--- src/rtl/sync_fifo.sv ---
// Purpose: generic synchronous FIFO with registered status flags and occupancy.
// Latency: a pushed entry becomes visible at the head one cycle after the push.
// Backpressure: push_rdy is a register (not full); a pop at full raises it next cycle.
//
// Ports:
//   clk, srst_n        clock, synchronous active-low reset
//   clr                synchronous clear; drops contents and wins over push/pop
//   push, push_data    write request (accepted only while push_rdy=1)
//   push_rdy           registered not-full
//   pop                read request (ignored while empty)
//   head_data          oldest entry (valid while empty=0)
//   empty, count       registered status
module sync_fifo #(
    parameter int DATA_WIDTH = 32,
    parameter int DEPTH_LOG2 = 4
) (
    input  logic                  clk,
    input  logic                  srst_n,
    input  logic                  clr,
    input  logic                  push,
    input  logic [DATA_WIDTH-1:0] push_data,
    output logic                  push_rdy,
    input  logic                  pop,
    output logic [DATA_WIDTH-1:0] head_data,
    output logic                  empty,
    output logic [DEPTH_LOG2:0]   count
);

    localparam int              PW       = DEPTH_LOG2 + 1;
    localparam int              DEPTH    = 1 << DEPTH_LOG2;
    localparam logic [PW-1:0]   FULL_CNT = PW'(DEPTH);

    logic [DATA_WIDTH-1:0] mem [DEPTH];

    // One extra pointer bit distinguishes full from empty.
    logic [PW-1:0] wr_ptr;
    logic [PW-1:0] rd_ptr;
    logic [PW-1:0] wr_nxt;
    logic [PW-1:0] rd_nxt;
    logic [PW-1:0] cnt_nxt;
    logic          do_push;
    logic          do_pop;

    assign do_push   = push & push_rdy & ~clr;
    assign do_pop    = pop & ~empty & ~clr;
    assign head_data = mem[rd_ptr[DEPTH_LOG2-1:0]];

    always_comb begin
        wr_nxt  = wr_ptr + PW'(do_push);
        rd_nxt  = rd_ptr + PW'(do_pop);
        cnt_nxt = wr_nxt - rd_nxt;
    end

    // Flags are computed from the next pointers so they are plain registers
    // and never lag the pointers.
    always_ff @(posedge clk) begin
        if (!srst_n || clr) begin
            wr_ptr   <= '0;
            rd_ptr   <= '0;
            empty    <= 1'b1;
            push_rdy <= 1'b1;
            count    <= '0;
        end else begin
            wr_ptr   <= wr_nxt;
            rd_ptr   <= rd_nxt;
            empty    <= (cnt_nxt == '0);
            push_rdy <= (cnt_nxt != FULL_CNT);
            count    <= cnt_nxt;
        end
    end

    always_ff @(posedge clk) begin
        if (srst_n && do_push) begin
            mem[wr_ptr[DEPTH_LOG2-1:0]] <= push_data;
        end
    end

endmodule

--- config.mk ---
export PLATFORM = sky130hd
export DESIGN_NAME = sync_fifo
export DESIGN_NICKNAME = d
export VERILOG_FILES = /design/src/rtl/sync_fifo.sv
export SDC_FILE = /design/constraint.sdc
export NUM_CORES = 1
export LEC_CHECK = 0
export ABC_CLOCK_PERIOD_IN_PS = 8500
export BUFFER_PORTS_ARGS = -buffer_cell sky130_fd_sc_hd__buf_2
export CORE_MARGIN = 2
export CORE_UTILIZATION = 50
export CTS_CLUSTER_SIZE = 10
export DETAILED_ROUTE_END_ITERATION = 12
export HOLD_SLACK_MARGIN = 0.08
export PLACE_DENSITY = 0.78
export SLEW_MARGIN = 0
export SYNTH_ARGS = -nofsm -noshare
export SYNTH_HDL_FRONTEND = slang
export SYNTH_SLANG_ARGS = --single-unit
--- constraint.sdc ---
create_clock -name clk -period 8.5 [get_ports clk]
set_clock_uncertainty 0.15 [all_clocks]
set_input_delay 0.85 -clock clk [delete_from_list [all_inputs] [get_ports clk]]
set_output_delay 0.85 -clock clk [all_outputs]
set_load 0.1 [all_outputs]
* Yosys cells after proc, flatten, opt, wreduce, memory -nomap -nowiden *
Memories as Yosys holds them, arrays and structs flattened. A register that Yosys moved wholly into a read port is not among the register bits.
Cells that the tools add are included.

storage, ports and cells
  output and inout bits = 39
  bits in registers = 17
  input bits = 37
  logic and storage cells = 23
  memory bits (writable) = 512
  memories kept = 1

operators by class
  reductions and logical operators = 4
  eq/ne operators = 1
  bitwise logic cells = 6
  mux-type cells = 3
  $add $sub $neg = 3

memory list
  name  words  bits a word  rd ports  clocked after Yosys merged registers in  wr ports  line  RTL
  mem   16     32           1         1                                        1         33    logic [DATA_WIDTH-1:0] mem [DEPTH];

operator list
  kind                number
  $add 5x1->5         2
  $logic_not 5->1     1
  $ne 5x5->1 const B  1
  $sub 5x5->5         1
  $and 1x1->1         4
  $mux 4              1
  $mux 1              2
  $not 1->1           2
  $logic_and 1x1->1   1
  $logic_not 1->1     1
  $logic_or 1x1->1    1

* Depth between registers and ports, before layout *
Gate-level depths: netlist of run 1.

  depth after elaboration = 6
  depth in mapped cells = 11

* Worst setup path before layout of run 1 *
Ideal clock, no wire load.

  path type = input port to flip-flop
  from = in srst_n
  to = mem mem[0][0], enable pin
  stages on the path = 4
  buffers on the path = 0
  path slack = 4005 ps
  arrival time = 3884 ps
  required time = 7889 ps
  cell sequence = nor2b_1 nand3_1 or3_1 nor3_1

on the way
  word-level cells in the longest chain between the ends = 3

RTL lines
  what                          line  RTL
  from (decl)                   18    input logic srst_n,
  $logic_and 1x1->1             73    if (srst_n && do_push) begin
  $mux 1                        73
  $mux 1 (not written as such)  74    mem[wr_ptr[DEPTH_LOG2-1:0]] <= push_data;
  to (decl)                     33

No other way between the ends.

==> flow_summary.yaml, run 1 <==
run_status:
  status: "complete, no violations"
clock_network:
  cts_resized: 0
  htreeDepth: 2
  clockBufferDepth: 3
  postCtsSetupBuffers: 0
  cts_buffers: 59
  clockRootBuffer: "clkbuf_16"
  hold_buffers: 0
  clk_latency_ns: 0.58
  clk_pin_slew_ns: 0.06
  cts_tree: "done"
  clock-sinks: 529
synth:
  postSynth.asyncResetShare_pct: 0
  ys.flop_type: "edfxtp_1"
  yosysTopAreaCell: "edfxtp_1"
  synthTopCellsByArea: "edfxtp_1 (76%), mux4_2 (18%), dfxtp_1 (1.7%)"
  synth_edf_count: 512
  synth_seq_cells: 529
  yosys.cell_types.count: 36
  yosys.area.top_type_share_pct: 76.3
  ys_warn_count: 0
  syn_inst: 819
  yosysSeqAreaShare_pct: 78.0
  syn_avg_cell_area_um2: 24.6
  syn_nets: 864
  netlist_area_mm2: 0.0201
routing:
  wl_per_cell_um: 29.1
  drtAntennaViolNets: 0
  vias: 9041
  dr.pass1.iters: 5
  drc: 0
  first_iter_violations: 936
  drt-total-wl_mm: 42.9
  drt-vias-per-instance: 6.13
floorplan:
  core_area_mm2: 0.0397
  die_w_um: 205
  io_pins: 76
  fp.dieH_um: 205
  start_util_pct: 50.7
  die_area_mm2: 0.0419
  std_cell_rows: 73
global_route:
  antenna_found_initial: 3
  overflow: 0
  track_usage_pct: 21.2
  met2_usage_pct: 35.5
  grt_use_met3_pct: 4.09
  use_met1_pct: 28.5
  grt_max_degree: 90
  grt_pass1_vias: 9746
  grt_pass1_wl_mm: 63.9
  grt-busiest-layer: "met2"
critical_path:
  arrival_ns: 4.08
  r2r_cells: 8
  path_cells: "buf_4 -> buf_4 -> mux4_2 -> mux4_2 -> buf_2"
  worstSetupPathType: "flop to output port"
  cpPeakStageDelay_ns: 0.78
  setup.worst_path.start: "rd_ptr[1]"
  cp-endpoint: "head_data[30]"
  r2r_start: "rd_ptr[0]"
  r2r_setup_slack_ns: 4.53
  cp.required_ns: 7.50
  critPathCaptureType: "output port"
  critical_path.startpoint_type: "flop"
  crit_path_top_delay_cell: "buf_4"
  timing.rr.end: "push_rdy"
  cp_max_fo: 57
sta:
  fin_crit_ns: 5.08
  hold_viol: 0
  final-setup-viol-count: 0
  slew_headroom_pct: 36.5
  tightest_slew_ns: 0.947
  hold_ws_ns: 0.373
  drv_slew: 0
  rsz0062_at_grt: "false"
  finalSetupTns_ns: 0
  fmax_mhz: 197
  finalCritPeriodShare_pct: 59.7
flow_run:
  cap_violations: 0
hold_path:
  worstHoldPathCells: 2
  min_path_type: "flop to flop"
placed_design:
  hpwl_mm: 20.3
  place_congestion: 0.713
  portBuffers: 75
pwr:
  power_density_mw_per_mm2: 226
  peakVddDrop_mv: 0.174
  leakage_nw: 6.97
final_layout:
  final_nets: 981
  drive_gt1_share_pct: 36.2
  final_cell_mix: "edfxtp_1 (512), mux4_2 (160), buf_2 (75)"
  syn2layout_area_growth_pct: 13.3
  layout_commonest_cell: "edfxtp_1"
[critical path, delay by kind of cell (launching register included)]
family / cells / cell delay, ns
buf+inv: 3 / 1.77
mux: 2 / 0.97
flops: 1 / 0.64
[cell type report]
class	count	area (um2)
fill	2755	16900
sequential	529	15700
multi-input combinational	247	4300
clock buffer	70	1540
tap	525	657
timing repair buffer	96	546
clock inverter	4	37.5
inverter	3	11.3
antenna	2	5.00
[state kept, by name (all words and copies together), names as in the netlist]
name	count
push_rdy	1
wr_ptr	5
empty	1
count	5
rd_ptr	5
mem	512
[where the power goes]
group / internal [W] / switching, W / total [W]
logic: 0.0000295 / 0.0000954 / 0.000125
registers: 0.00287 / 0.00000375 / 0.00287
clock network: 0.00125 / 0.000923 / 0.00217
total: 0.00415 / 0.00102 / 0.00517
[worst min-delay path by stage]
| stage | endpoint | slack, ns | from |
|---|---|---|---|
| final | rd_ptr[4] | 0.37 | rd_ptr[4] |
| after global routing | rd_ptr[4] | 0.40 | rd_ptr[4] |
| after CTS | rd_ptr[4] | 0.38 | rd_ptr[4] |
| after detailed placement | rd_ptr[4] | 0.36 | rd_ptr[4] |
| after global placement | rd_ptr[4] | 0.35 | rd_ptr[4] |
| after floorplan | wr_ptr[4] | 0.34 | wr_ptr[4] |
[synth_stat cells, drive strengths merged, types with 2 or more instances]
library cell  instances
nand3                 5
nand2                 5
and2                  5
buf                  32
ha                    7
nand4                 2
a21oi                 2
nor3                  4
inv                   3
xor2                  7
clkbuf                8
nor2                 25
edfxtp              512
o21ai                 2
xnor2                 6
nand2b                3
dfxtp                17
mux4                160
or3b                  2
nand3b                2
[per-stage QoR]
stage	cells	utilization (%)	instance area [um2]	setup WS (ns)	power [W]
after floorplan	819	-	20100	4.00	0.00300
after global placement	1400	53.4	21200	4.09	0.00304
after detailed placement	1400	53.4	21200	4.02	0.00305
after CTS	1474	57.4	22800	3.38	0.00520
after global routing	1475	57.4	22800	3.29	0.00529
final	1476	57.4	22800	3.42	0.00517
[cell families (layout without fill, tap and decap cells)]
kind of cell / count (synthesis) / after routing / share of synthesized area, %
mux: 160 / 160 / 17.9
compound gates: 9 / 9 / 0.311
xor+xnor: 13 / 13 / 0.603
fa+ha+maj: 9 / 9 / 0.584
simple gates: 56 / 56 / 1.37
other cells: 0 / 2 / 0
flops: 529 / 529 / 78.0
buf+inv: 43 / 173 / 1.22
[layer usage]
| layer | part of all wire, % | vias up |
|---|---|---|
| met1 | 38 | 4768 |
| met5 | 0.030 | - |
| met3 | 7.8 | 79 |
| li1 | - | 3721 |
| met4 | 2.4 | 2 |
| met2 | 52 | 471 |
Note: power is estimated with default switching activity, not from simulation.
==> run 2, diff against run 1 <==
--- a/config.mk
+++ b/config.mk
@@ -5,14 +5,15 @@
 export SDC_FILE = /design/constraint.sdc
 export NUM_CORES = 1
 export LEC_CHECK = 0
-export ABC_CLOCK_PERIOD_IN_PS = 8500
+export ABC_AREA = 1
+export ABC_CLOCK_PERIOD_IN_PS = 4300
 export BUFFER_PORTS_ARGS = -buffer_cell sky130_fd_sc_hd__buf_2
 export CORE_MARGIN = 2
 export CORE_UTILIZATION = 50
 export CTS_CLUSTER_SIZE = 10
 export DETAILED_ROUTE_END_ITERATION = 12
 export HOLD_SLACK_MARGIN = 0.08
-export PLACE_DENSITY = 0.78
+export PLACE_DENSITY = 0.8
 export SLEW_MARGIN = 0
 export SYNTH_ARGS = -nofsm -noshare
 export SYNTH_HDL_FRONTEND = slang
==> constraint.sdc (replaced) <==
create_clock -name clk -period 4.3 [get_ports clk]
set_clock_uncertainty 0.15 [all_clocks]
set_input_delay 0.43 -clock clk [delete_from_list [all_inputs] [get_ports clk]]
set_output_delay 0.43 -clock clk [all_outputs]
set_load 0.1 [all_outputs]
==> run 2 against run 1 <==
Effect of this change: clock-buffer cell count is the same; utilization about the same; synthesized cell count is 85% higher; critical path depth increased by 1; design area increased by 2.9%; power is 98% higher; combinational power grew 140%; critical path type unchanged; critical endpoint is now head_data[13].
==> flow_summary.yaml, run 2 <==
run_status:
  status: "complete, no violations"
final_layout:
  finish.instance_area_mm2: 0.0235
  antenna_cells: 0
  drive_gt1_share_pct: 12.2
  largest_register_ffs: 512
  layout_commonest_cell: "edfxtp_1"
  final_nets: 1650
  fin_util_pct: 57.4
  syn2layout_area_growth_pct: 13.1
  n_fill_cell: 3030
  final_cell_mix: "edfxtp_1 (512), nor2_1 (274), o21ai_0 (235)"
clock_network:
  cts_resized: 0
  clockRootBuffer: "clkbuf_16"
  htreeDepth: 2
  clk_pin_slew_ns: 0.05
  cts_buffers: 59
  cts_tree: "done"
  postCtsSetupBuffers: 0
  hold_buffers: 22
  clk_latency_ns: 0.59
  clockBufferDepth: 3
  clock-sinks: 529
floorplan:
  fp.dieH_um: 208
  std_cell_rows: 74
  die_area_mm2: 0.0432
  io_pins: 76
  die_w_um: 208
  start_util_pct: 50.7
  core_area_mm2: 0.0409
synth:
  synth_edf_count: 512
  syn_avg_cell_area_um2: 13.7
  yosys.area.top_type_share_pct: 74.1
  yosysSeqAreaShare_pct: 75.7
  ys.flop_type: "edfxtp_1"
  yosysTopAreaCell: "edfxtp_1"
  yosys.cell_types.count: 26
  synthTopCellsByCount: "edfxtp_1 (512), nor2_1 (290), o21ai_0 (235)"
  syn_nets: 1564
  postSynth.asyncResetShare_pct: 0
  netlist_area_mm2: 0.0208
  synth_seq_cells: 529
  syn_inst: 1519
  ys_warn_count: 0
  post-synth-top-count-cell: "edfxtp_1"
  synthTopCellsByArea: "edfxtp_1 (74%), o21ai_0 (5.7%), nor2_1 (5.2%)"
critical_path:
  crit_path_top_delay_cell: "buf_4"
  cpPeakStageDelay_ns: 0.82
  cp.required_ns: 3.72
  worstSetupPathType: "flop to output port"
  cp_max_fo: 112
  arrival_ns: 3.19
  critPathCaptureType: "output port"
  critical_path.startpoint_type: "flop"
  cp_top_family: "buffers and inverters"
  path_cells: "buf_4 -> o21ai_0 -> o221ai_1 -> nand3_1 -> nand2_1 -> buf_2"
  crit_buf_inv: 2
sta:
  finalSetupTns_ns: 0
  rsz0062_at_grt: "false"
  tightest_slew_ns: 1.17
  fmax_mhz: 266
  slew_headroom_pct: 22.2
  finalCritPeriodShare_pct: 87.6
  hold_ws_ns: 0.0900
  setup_slack_ns: 0.535
  final-setup-viol-count: 0
  drv_slew: 0
  hold_viol: 0
  fin_crit_ns: 3.77
hold_path:
  min_path_type: "input port to flop"
placed_design:
  portBuffers: 75
  hpwl_mm: 26.2
  place_congestion: 0.807
  placement.cell_area_mm2: 0.0217
  place_ws_ns: 0.994
global_route:
  grt_max_degree: 147
  grt_pass1_vias: 13400
  grt_pass1_wl_mm: 76.6
  track_usage_pct: 22.6
  antenna_found_initial: 1
  overflow: 0
routing:
  drc: 0
  dr.pass1.iters: 7
  first_iter_violations: 1748
  drt-total-wl_mm: 49.6
  drtAntennaViolNets: 0
  wl_per_cell_um: 23.0
  drt-vias-per-instance: 6.26
  vias: 13500
pwr:
  clock_power_share_pct: 41.7
  power_frac_seq_pct: 55.4
  swShare_pct: 20.1
  power_switching_w: 0.00206
  p_int_w: 0.00816
  peakVddDrop_mv: 0.355
  comb_power_share_pct: 2.9
  power_density_mw_per_mm2: 435
  leakage_nw: 7.71
flow_run:
  cap_violations: 0
## run 2: final timing paths
check                                   from            end  slack (ns)  depth (start not counted)
worst max-delay path               rd_ptr[0]  head_data[13]        0.53                          6
worst max register to register      push_rdy    mem[15][30]        1.59                          5
worst min-delay path            push_data[9]     mem[11][9]        0.09                          1
worst min register to register     rd_ptr[4]      rd_ptr[4]        0.46                          3
## run 2: final cells by class
| type | instances | area (um2) | area share (%) |
|---|---|---|---|
| Clock buffer | 70 | 1520 | 6.46 |
| Clock inverter | 4 | 41.3 | 0.176 |
| Inverter | 22 | 88.8 | 0.378 |
| Multi-Input combinational cell | 860 | 4520 | 19.2 |
| Sequential cell | 529 | 15700 | 67.0 |
| Tap cell | 532 | 666 | 2.83 |
| Timing Repair Buffer | 133 | 928 | 3.95 |
## run 2: per-stage QoR
stage | std cells | total power, W
2_1_floorplan | 1519 | 0.00593
3_3_place_gp | 2054 | 0.00604
3_5_place_dp | 2054 | 0.00605
4_1_cts | 2150 | 0.0102
5_1_grt | 2150 | 0.0105
6_report | 2150 | 0.0102
## run 2: cells by family after synthesis
group,synth area share (%)
and+or+nand+nor,8.18
adders and majority gates,0.518
AOI/OAI and AO/OA,12.4
xor gates and xnor gates,0.0422
buffers and inverters,3.10
DFF,75.7
## run 2: power by group through the flow
stage                     clock, W  sequential, W  combinational [W]
after CTS                  0.00429        0.00567           0.000292
final                      0.00426        0.00567           0.000294
after global placement           0        0.00577           0.000268
after global routing       0.00448        0.00567           0.000313
after floorplan                  0        0.00579           0.000141
after detailed placement         0        0.00577           0.000275
## run 2: per-layer routing
layer | vias up | global-route usage [%] | routed length (um)
met5 | - | 0 | 13
met1 | 6555 | 31.2 | 19400
met4 | 2 | 8.78 | 1520
li1 | 5896 | - | -
met2 | 864 | 36.0 | 23700
met3 | 135 | 4.30 | 4970
==> run 3, diff against run 2 <==
--- a/config.mk
+++ b/config.mk
@@ -7,14 +7,14 @@
 export LEC_CHECK = 0
 export ABC_AREA = 1
 export ABC_CLOCK_PERIOD_IN_PS = 4300
-export BUFFER_PORTS_ARGS = -buffer_cell sky130_fd_sc_hd__buf_2
 export CORE_MARGIN = 2
 export CORE_UTILIZATION = 50
 export CTS_CLUSTER_SIZE = 10
 export DETAILED_ROUTE_END_ITERATION = 12
+export DONT_BUFFER_PORTS = 1
 export HOLD_SLACK_MARGIN = 0.08
-export PLACE_DENSITY = 0.8
-export SLEW_MARGIN = 0
+export PLACE_DENSITY = 0.79
+export SLEW_MARGIN = 10
 export SYNTH_ARGS = -nofsm -noshare
 export SYNTH_HDL_FRONTEND = slang
 export SYNTH_SLANG_ARGS = --single-unit
==> run 3 against run 2 <==
Effect of this change: fmax rose by 0.53%; power rose by 1.6%; clock-buffer cell count rose by 14; final cell count fell by 0.84%; sequential cell count did not move; critical endpoint is now head_data[25]; design area rose by 0.72%; hold slack improved by 0.090 ns; sequential power barely moved; non-clock buffer count fell by 33; highest routed layer unchanged; via count fell by 1.6%; sequential share of layout area fell by 0.48 points; critical path depth rose by 1.
==> flow_summary.yaml, run 3 (same netlist as run 2, synthesis figures left out) <==
sta:
  rsz0062_at_grt: "false"
  fmax_mhz: 267
  finalCritPeriodShare_pct: 87.1
  hold_viol: 0
  tightest_slew_ns: 0.954
  final-setup-viol-count: 0
  setup_slack_ns: 0.554
  finalSetupTns_ns: 0
  fin_crit_ns: 3.75
  hold_ws_ns: 0.180
  drv_slew: 0
  slew_headroom_pct: 36.3
critical_path:
  critical_path.startpoint_type: "flop"
  cp.required_ns: 3.72
  cp_max_fo: 83
  critPathCaptureType: "output port"
  timing.rr.end: "mem[15][24]"
  r2r_cells: 6
  arrival_ns: 3.17
  setup.worst_path.start: "rd_ptr[0]"
  r2r_start: "push_rdy"
  cpPeakStageDelay_ns: 0.53
  r2r_setup_slack_ns: 1.07
  cp-endpoint: "head_data[25]"
  crit_path_top_delay_cell: "inv_6"
  path_cells: "inv_6 -> buf_12 -> o21ai_0 -> o221ai_1 -> nand3_1 -> nand2_1 -> buf_4"
  worstSetupPathType: "flop to output port"
final_layout:
  final_nets: 1617
  n_fill_cell: 2974
  layout_commonest_cell: "edfxtp_1"
  finish.instance_area_mm2: 0.0237
  largest_register_ffs: 512
  syn2layout_area_growth_pct: 14.0
  drive_gt1_share_pct: 9.63
  final_cell_mix: "edfxtp_1 (512), nor2_1 (274), o21ai_0 (235)"
floorplan:
  fp.dieH_um: 208
  core_area_mm2: 0.0409
  std_cell_rows: 74
  start_util_pct: 50.7
  die_area_mm2: 0.0432
  io_pins: 76
  die_w_um: 208
pwr:
  power_density_mw_per_mm2: 439
  leakage_nw: 7.67
  peakVddDrop_mv: 0.295
clock_network:
  hold_buffers: 34
  cts_buffers: 59
  clk_latency_ns: 0.58
  cts_resized: 0
  cts_tree: "done"
  htreeDepth: 2
  clockRootBuffer: "clkbuf_16"
  clock-sinks: 529
  clockBufferDepth: 3
  postCtsSetupBuffers: 0
  clk_pin_slew_ns: 0.06
routing:
  drtAntennaViolNets: 0
  first_iter_violations: 1533
  drc: 0
  vias: 13200
  dr.pass1.iters: 5
  drt-vias-per-instance: 6.21
  drt-total-wl_mm: 48.5
  wl_per_cell_um: 22.8
global_route:
  use_met1_pct: 30.7
  grt_max_degree: 132
  grt_use_met3_pct: 4.21
  grt-busiest-layer: "met2"
  grt_pass1_vias: 13300
  antenna_found_initial: 2
  track_usage_pct: 22.3
  grt_pass1_wl_mm: 75.3
  met2_usage_pct: 36.1
  overflow: 0
placed_design:
  placement.cell_area_mm2: 0.0217
  hpwl_mm: 27.2
  place_congestion: 0.811
  portBuffers: 0
  place_ws_ns: 0.961
flow_run:
  cap_violations: 0
run_status:
  status: "complete, no violations"
hold_path:
  hold_start: "clr"
  min_path_type: "input port to flop"
run 3: cell types whose count changed in the layout (fill, tap and decap cells not counted), moves of 8 or more:
cell           delta
buf_12            +8
clkbuf_1         +13
dlygate4sd3_1    +12
buf_4            +22
buf_2            -75
run 3: where the power goes:
part           internal, W  leakage (nW)  switching, W  total, W
Sequential         0.00567          4.75     0.0000117   0.00568
Combinational    0.0000615          2.12      0.000219  0.000281
Clock              0.00258         0.797       0.00185   0.00443
run 3: metrics by stage:
step                      std cells  total power (W)  util (%)
after floorplan                1519          0.00593         -
after global placement         2009          0.00597      52.9
after detailed placement       2009          0.00597      52.9
after CTS                      2131           0.0104      57.8
after global routing           2131           0.0107      57.8
final                          2132           0.0104      57.8
run 3: routing by layer:
layer,vias up,part of all wire [%]
met5,-,0.031
met4,2,2.3
met3,105,9.2
met2,785,49
met1,6489,40
li1,5853,-
run 3: area by class of cell:
type	count	area, um2	share of cell area, %
Multi-Input combinational cell	860	4520	19.1
Timing Repair Buffer	100	998	4.22
Sequential cell	529	15700	66.5
Clock inverter	4	63.8	0.270
Tap cell	532	666	2.81
Clock buffer	84	1590	6.73
Antenna cell	1	2.50	0.0106
Inverter	22	88.8	0.376
run 3: how the worst min path moves through the flow:
stage / cells past startpoint / slack, ns / to
2_1_floorplan: 0 / 0.38 / mem[0][0]
3_3_place_gp: 0 / 0.38 / mem[0][9]
3_5_place_dp: 0 / 0.38 / mem[0][9]
4_1_cts: 4 / 0.15 / wr_ptr[0]
5_1_grt: 4 / 0.20 / wr_ptr[0]
6_report: 4 / 0.18 / rd_ptr[0]
run 3: critical path, delay by kind of cell (launching register included):
family,cells,cell delay [ns]
flip-flops,1,0.51
AO/OA/AOI/OAI,2,0.47
buffers and inverters,3,1.19
AND/OR/NAND/NOR,2,0.30
